--- config.mk ---
export PLATFORM = sky130hd
export DESIGN_NAME = imem_loader
export DESIGN_NICKNAME = d
export VERILOG_FILES = /design/src/rtl/imem_loader_pkg.sv /design/src/rtl/imem_loader.sv
export SDC_FILE = /design/constraint.sdc
export NUM_CORES = 1
export LEC_CHECK = 0
export ABC_AREA = 1
export ABC_CLOCK_PERIOD_IN_PS = 5540
export CAP_MARGIN = 20
export CORE_MARGIN = 2
export CORE_UTILIZATION = 48
export DETAILED_ROUTE_END_ITERATION = 12
export GPL_TIMING_DRIVEN = 0
export PLACE_DENSITY = 0.75
export REMOVE_ABC_BUFFERS = 1
export SYNTH_ARGS = -nofsm -noshare
export SYNTH_HDL_FRONTEND = slang
export SYNTH_SLANG_ARGS = --single-unit
--- constraint.sdc ---
create_clock -name clk_i_Loader -period 5.54 [get_ports clk_i_Loader]
set_clock_uncertainty 0.1 [all_clocks]
set_input_delay 1.108 -clock clk_i_Loader [delete_from_list [all_inputs] [get_ports clk_i_Loader]]
set_output_delay 1.108 -clock clk_i_Loader [all_outputs]
set_load 0.05 [all_outputs]
--- src/rtl/imem_loader_pkg.sv ---
// Shared types for the instruction memory boot loader: state encoding, counters
// and the instruction address/data buses.
package imem_loader_pkg;

    typedef enum logic [2:0] {
        LdIdle,
        LdHdrLo,
        LdHdrHi,
        LdData,
        LdCsum,
        LdDone,
        LdErr
    } ld_state_e;

    typedef logic [15:0] ld_cnt_t;
    typedef logic [31:0] instr_addr_t;
    typedef logic [31:0] instr_t;

    // Byte address of a word index: zero-extended and shifted left by 2.
    function automatic instr_addr_t word_addr(input ld_cnt_t idx);
        return {14'b0, idx, 2'b00};
    endfunction

endpackage

--- src/rtl/imem_loader.sv ---
// Boot-time loader: parses a framed byte stream and writes little-endian words into
// the instruction memory, holding the core in reset until a checksummed frame lands.
module imem_loader
    import imem_loader_pkg::*;
#(
    parameter int unsigned MAX_WORDS = 1024
) (
    input  logic        clk_i_Loader,
    input  logic        rst_i_Loader,
    input  logic        start_i_Loader,
    input  logic [7:0]  byte_i_Loader,
    input  logic        byte_valid_i_Loader,
    output logic        byte_ready_o_Loader,
    output logic        mem_wr_en_o_Loader,
    output instr_addr_t mem_wr_addr_o_Loader,
    output instr_t      mem_wr_data_o_Loader,
    output logic        core_rst_o_Loader,
    output logic        busy_o_Loader,
    output logic        done_o_Loader,
    output logic        err_o_Loader
);

    ld_state_e  state;
    ld_cnt_t    word_cnt;
    ld_cnt_t    word_idx;
    logic [1:0] byte_idx;
    logic [7:0] sum;
    logic [7:0] hdr_lo;
    instr_t     word;
    logic       xfer;
    ld_cnt_t    hdr_n;

    // Ready depends on the state register alone, never on valid.
    assign byte_ready_o_Loader = (state == LdHdrLo) || (state == LdHdrHi) ||
                                 (state == LdData)  || (state == LdCsum);
    assign busy_o_Loader       = byte_ready_o_Loader;
    assign xfer                = byte_valid_i_Loader && byte_ready_o_Loader;
    assign hdr_n               = {byte_i_Loader, hdr_lo};

    always_ff @(posedge clk_i_Loader or posedge rst_i_Loader) begin
        if (rst_i_Loader) begin
            state                <= LdIdle;
            word_cnt             <= '0;
            word_idx             <= '0;
            byte_idx             <= '0;
            sum                  <= '0;
            hdr_lo               <= '0;
            word                 <= '0;
            mem_wr_en_o_Loader   <= 1'b0;
            mem_wr_addr_o_Loader <= '0;
            mem_wr_data_o_Loader <= '0;
            core_rst_o_Loader    <= 1'b1;
            done_o_Loader        <= 1'b0;
            err_o_Loader         <= 1'b0;
        end else begin
            mem_wr_en_o_Loader <= 1'b0;
            unique case (state)
                LdIdle: begin
                    if (start_i_Loader) state <= LdHdrLo;
                end
                LdHdrLo: begin
                    if (xfer) begin
                        hdr_lo <= byte_i_Loader;
                        state  <= LdHdrHi;
                    end
                end
                LdHdrHi: begin
                    if (xfer) begin
                        word_cnt <= hdr_n;
                        word_idx <= '0;
                        byte_idx <= '0;
                        // Cleared for every header so an empty frame checks against zero.
                        sum      <= '0;
                        if (32'(hdr_n) > MAX_WORDS) begin
                            state        <= LdErr;
                            err_o_Loader <= 1'b1;
                        end else if (hdr_n == '0) begin
                            state <= LdCsum;
                        end else begin
                            state <= LdData;
                        end
                    end
                end
                LdData: begin
                    if (xfer) begin
                        sum                         <= sum + byte_i_Loader;
                        word[{byte_idx, 3'b000} +: 8] <= byte_i_Loader;
                        byte_idx                    <= byte_idx + 2'd1;
                        if (byte_idx == 2'd3) begin
                            mem_wr_en_o_Loader   <= 1'b1;
                            mem_wr_addr_o_Loader <= word_addr(word_idx);
                            mem_wr_data_o_Loader <= {byte_i_Loader, word[23:0]};
                            word_idx             <= word_idx + 16'd1;
                            if (word_idx + 16'd1 == word_cnt) state <= LdCsum;
                        end
                    end
                end
                LdCsum: begin
                    if (xfer) begin
                        if (byte_i_Loader == sum) begin
                            state             <= LdDone;
                            done_o_Loader     <= 1'b1;
                            core_rst_o_Loader <= 1'b0;
                        end else begin
                            state        <= LdErr;
                            err_o_Loader <= 1'b1;
                        end
                    end
                end
                LdDone, LdErr: begin
                    if (start_i_Loader) begin
                        state             <= LdHdrLo;
                        done_o_Loader     <= 1'b0;
                        err_o_Loader      <= 1'b0;
                        core_rst_o_Loader <= 1'b1;
                    end
                end
                default: state <= LdIdle;
            endcase
        end
    end

endmodule

* After elaboration in Yosys (flattened, before gate mapping)
Index checks and enable logic that the tools add are counted.
** Storage, ports and cells
- Bits in registers :: 137
- Latch bits :: 0
- RAM bits :: 0
- Bits in read-only memories :: 0
- Input port bits :: 12
- Output and inout bits :: 70
- Word-level logic and storage cells :: 98
- Memories :: 0
** Cells by class
- Add/sub/neg operators :: 4
- Multipliers :: 0
- Div/mod/pow operators :: 0
- Order comparisons :: 1
- Equal/unequal tests :: 20
- Shift-type cells :: 2
- Muxes and demuxes :: 38
- Bitwise logic cells :: 0
- Reduce and logical (&&, ||, !) cells :: 20
** Operators by type and width (number)
- $mux W16 :: 3
- $bwmux W32 :: 1
- $pmux W16 S2 :: 1
- $shift A8 B7 Y32 const A :: 1
- $shiftx A8 B7 Y32 :: 1
- $mux W3 :: 9
- $add A16 B1 Y16 const B :: 1
- $eq A16 B16 Y1 :: 1
- $gt A16 B11 Y1 const B :: 1
- $logic_not A16 Y1 :: 1
- $mux W8 :: 2
- $pmux W8 S2 :: 1
- $pmux W3 S5 :: 1
- $mux W1 :: 13
- $ne A2 B2 Y1 const B :: 6
- $ne A2 B1 Y1 const B :: 5
- $eq A3 B3 Y1 const B :: 3
- $add A8 B8 Y8 :: 1
- $eq A8 B8 Y1 :: 1
- $reduce_and A4 Y1 :: 2
- $neg A5 Y7 :: 1
- $reduce_and A7 Y1 :: 1
- $eq A3 B2 Y1 const B :: 2
- $mux W2 :: 3
- other kinds (16) :: 23

* Depth between registers and ports, before layout
Gate-level depths: netlist of the first run.
- Word-level depth :: 7
- Mapped depth :: 16
- Gate-level depth less buffers :: 16

* Least setup slack after synthesis of the first run
OpenSTA, ideal clock, no wires.
- Kind :: reg2out
- Start :: register state[0]
- End :: output byte_ready_o_Loader
- Arrival time :: 1.661 ns
- Setup slack :: 2.671 ns
- Stages on the path, launching flop included :: 6
- Path through :: dfrtp_1 -> inv_1 -> nor2_1 -> nand2_1 -> nand4_1 -> buf_4
** On the way
- Cells in the longest elaborated chain, start to end :: 4
- Elaborated cells on any way between the ends :: 7
- Those cells by class :: eq/ne (4); reduce/logical (3)
** Ends and longest elaborated chain
- start, declared :: line imem_loader.sv:23 : ld_state_e state;
- start signal, assigned :: line imem_loader.sv:42 : state <= LdIdle;
- start signal, assigned :: line imem_loader.sv:59 : if (start_i_Loader) state <= LdHdrLo;
- start signal, assigned :: line imem_loader.sv:64 : state <= LdHdrHi;
- $eq A3 B1 Y1 or $eq A3 B2 Y1 (tied branches) :: line imem_loader.sv:34 : assign byte_ready_o_Loader = (state == LdHdrLo) || (state == LdHdrHi) ||
- $logic_or A1 B1 Y1 (2 in a row) :: line imem_loader.sv:34
- $logic_or A1 B1 Y1 (*) :: line imem_loader.sv:35 : (state == LdData) || (state == LdCsum);
- end, declared :: line imem_loader.sv:13 : output logic byte_ready_o_Loader,
Mark *: on every way between the ends. The rest lies on a longest branch, timed or not.

* Worst setup path in the final report of the first run
- Start :: input byte_valid_i_Loader
- End :: register word_idx[10]
** On the way
- Cells in the longest elaborated chain, start to end :: 3
- Elaborated cells on any way between the ends :: 4
- Those cells by class :: eq/ne (2); reduce/logical (2)
** Ends and longest elaborated chain
- start, declared :: line imem_loader.sv:12 : input logic byte_valid_i_Loader,
- $logic_and A1 B1 Y1 (*) :: line imem_loader.sv:37 : assign xfer = byte_valid_i_Loader && byte_ready_o_Loader;
- $ne A2 B2 Y1 (no source line)
- $reduce_and A4 Y1 (no source line) (*)
- end signal, assigned :: line imem_loader.sv:93 : word_idx <= word_idx + 16'd1;
- end, declared :: line imem_loader.sv:25 : ld_cnt_t word_idx;
Marked as above.
A chain may end at the register's enable or synchronous reset.

==> results of run 1 <==
## worst paths after layout
| check | to | cells after the start | slack, ns |
|---|---|---|---|
| min reg2reg | core_rst_o_Loader | 2 | 0.38 |
| max reg2reg | word_idx[10] | 9 | 2.65 |
| min in group asynchronous | mem_wr_addr_o_Loader[4] | 2 | 1.08 |
| min | core_rst_o_Loader | 2 | 0.38 |
| max in group asynchronous | sum[5] | 3 | 3.57 |
| max | word_idx[10] | 10 | 1.87 |
## worst max-delay path, cell delays in order
cell and delay, ns:
clkdlybuf4s50_1 0.49, nand2_1 0.19, nor2_4 0.07, inv_4 0.14
nor2_8 0.07, inv_6 0.11, nor2_8 0.06, inv_4 0.65
nand2_1 0.63, o21ai_0 0.33
## cell type report
type	instances	area [um2]	share of cell area (%)
repair buffers	66	678	8.96
well taps	172	215	2.84
inverters	99	387	5.11
clock buffers	23	488	6.45
multi-input cells	499	2460	32.6
clock inverters	6	105	1.39
flip-flops and latches	129	3230	42.7
## state kept, by name, indices dropped and copies added, names as in the netlist
signal / count
byte_idx: 2
err_o_Loader: 1
hdr_lo: 8
mem_wr_addr_o_Loader: 16
state: 3
word_cnt: 16
done_o_Loader: 1
word_idx: 16
core_rst_o_Loader: 1
sum: 8
mem_wr_data_o_Loader: 32
mem_wr_en_o_Loader: 1
word: 24
## cell families after synthesis
| group | Yosys count | synth area share, % |
|---|---|---|
| flip-flops | 129 | 51.4 |
| AND/OR/NAND/NOR | 329 | 23.5 |
| XOR/XNOR | 2 | 0.279 |
| AO/OA/AOI/OAI | 138 | 11.6 |
| adder cells (fa/ha/maj) | 14 | 2.91 |
| other | 1 | 0.0597 |
| buffers and inverters | 136 | 10.2 |
## routing by layer
metal	vias to the layer above	track usage [%]	wire (um)
met5	-	0	0
met4	0	7.96	209
met3	24	4.83	576
met2	110	32.4	6200
met1	2378	27.2	6320
li1	2540	-	-
## through the flow
step | setup slack (ns) | power, uW | instance area (um2)
floorplan | 0.893 | 2930 | 6070
global placement | -0.938 | 3490 | 6940
detailed placement | 1.44 | 3540 | 6970
CTS | 1.87 | 4680 | 7570
global route | 1.53 | 4940 | 7570
finish | 1.87 | 4650 | 7570
## cells in the mapped netlist (7+ instances only)
| cell type | count | share of area, % |
|---|---|---|
| buf_6 | 7 | 1.3 |
| ha_1 | 13 | 2.6 |
| o22ai_1 | 11 | 1.1 |
| inv_1 | 96 | 5.7 |
| nand3_1 | 50 | 4.0 |
| nor2_1 | 38 | 2.3 |
| nand4_1 | 31 | 3.1 |
| nand2_1 | 188 | 11 |
| dfrtp_1 | 128 | 51 |
| o21ai_0 | 112 | 8.9 |
| clkbuf_1 | 11 | 0.66 |
| buf_4 | 18 | 2.2 |
## power by group through the flow
stage / combinational [uW] / clock, uW / sequential [uW]
3_3_place_gp: 1920 / 0 / 1570
6_report: 1960 / 1130 / 1570
2_1_floorplan: 814 / 0 / 2110
3_5_place_dp: 1950 / 0 / 1580
4_1_cts: 1970 / 1140 / 1570
5_1_grt: 2130 / 1190 / 1620
==> metrics.md, run 1 <==
| Metric | Value |
|---|---|
| Cts bufs inserted | `17` |
| Standard-cell row count | `between 40 and 50` |
| Starting Density | `49.6%` |
| Critical Path Sink Type | `flip-flop` |
| R2R Path Start | `state[1]` |
| Initial antenna violation count | `0` |
| Worst slew pin tran | `~0.9 ns` |
| GR Overflow Total | `0` |
| Htree depth | `4` |
| Setup crit start kind | `input pin` |
| Run status | `complete, no violations` |
| Die X | `between 100 and 150 um` |
| Final Setup Violations | `0` |
| Iteration-0 DRC Markers | `about 320` |
| Period minus WS final | `approximately 3.7 ns` |
| Critical Path Source | `byte_valid_i_Loader` |
| HPWL Detailed | `just over 9000 um` |
| Cells after Synth | `749` |
| I/O pin count | `82` |
| Part of the power in registers | `approximately 34%` |
| Hold WS | `around 0.38 ns` |
| Core ar. | `~13,000 um2` |
| Drt pass-1 iters | `5` |
| Post-Syn Area | `approximately 6300 um2` |
| Total wire length | `13,300 um` |
| DRC | `0` |
| Number of global-route vias before repair | `~4,800` |
| Most common cell after layout, fill and taps aside | `nand2_1` |
| RSZ-0062 raised after global routing | `false` |
| Nets | `around 840` |
| Gp weighted congestion | `between 0.8 and 0.9` |
| CTS max path bufs | `2` |
| Worst setup path class | `in -> reg` |
| Clock power share | `roughly 24%` |
| CTS tree | `done` |
| DRT antenna net count | `0` |
| Gr usage total | `between 20% and 30%` |
| Fin crit share | `about two thirds` |
| Setup Buffers After CTS | `0` |
| Full die area | `roughly 14,000 um2` |
| Vias | `~5,100` |
| Power per cell area | `615 nW/um2` |
| Power Internal | `2710 uW` |
| DR WL/cell | `approximately 13 um` |
| Arrival time worst endpoint | `between 3 and 4 ns` |
| Placed instance count | `965` |
| Leak | `0.00359 uW` |
| Clk_lat worst skew | `between 0.4 and 0.5 ns` |
| Hold Buf Count CTS | `0` |
| Gate power share | `a little over two fifths` |
| Sequential area share after synthesis | `between 50% and 60%` |
| DR vias/cell | `about 5.1` |
| Max Clk Rate | `about 0.27 GHz` |
| Port bufs | `between 60 and 70` |
| Yosys warns | `0` |
| CP max FO | `around 110` |
| Yosys reg bits | `about 130` |
| Fraction of final layout cells sized beyond drive strength 1 | `under 10%` |
| First-pass GRT wire length | `~23,000 um` |
| Syn Area/Cell | `~8.4 um2` |
| Netlist cell types | `35` |
| Antenna Cells | `0` |
| Post-synth ARST share | `100%` |
| Core Util, Final | `59.7%` |
| Hold WC Path Type | `reg -> reg` |
| Data required, critical path | `5.76 ns` |
| Filler cells | `roughly 1,100` |
| Final hold violation count | `0` |
| Die Ht | `~120 um` |
| Final Max Tran Viols | `0` |
| Switching share of total power | `between 40% and 50%` |
| Area grow syn2layout | `20.5%` |
| CTS Root Cell | `clkbuf_16` |
| Worst-path clk slew | `0.05 ns` |
| Switching power | `between 1500 and 2000 uW` |
| Final non-filler cell total | `994` |
| Origin of the worst min-delay path | `core_rst_o_Loader` |
| Max_cap viols | `0` |
| Synth Flop Type | `dfrtp_1` |
| Setup total negative slack | `0 ns` |
| Largest net degree at the start of global routing | `109` |
| Post-synth EDFFs | `0` |
| CTS sink cnt | `~130` |
| CTS-repair resized insts | `0` |
| Worst VDD drop | `roughly 0.00037 V` |
| Most frequent cells in the layout | `188 x nand2_1, 128 x dfrtp_1, 112 x o21ai_0, 95 x inv_1, 65 x clkdlybuf4s50_1` |
| Rel. slew slack | `38.2%` |
No activity file was read; power rests on OpenSTA's default activity.
==> inputs of run 2 (changes only) <==
- ABC_CLOCK_PERIOD_IN_PS: 5540 -> 3700
- clock period: 5.54 -> 3.7 ns (I/O delays scaled with it)
==> results of run 2 <==
The final DEF is identical to that of run 1. Status: complete, no violations.
Main changes from that run: setup slack after placement 1.44 ns -> -0.0304 ns; setup slack after layout 1.87 ns -> 0.395 ns; register-to-register setup slack 2.65 ns -> 0.81 ns; total power 4650 uW -> 6970 uW; worst IR drop on VDD 0.000372 V -> 0.000557 V
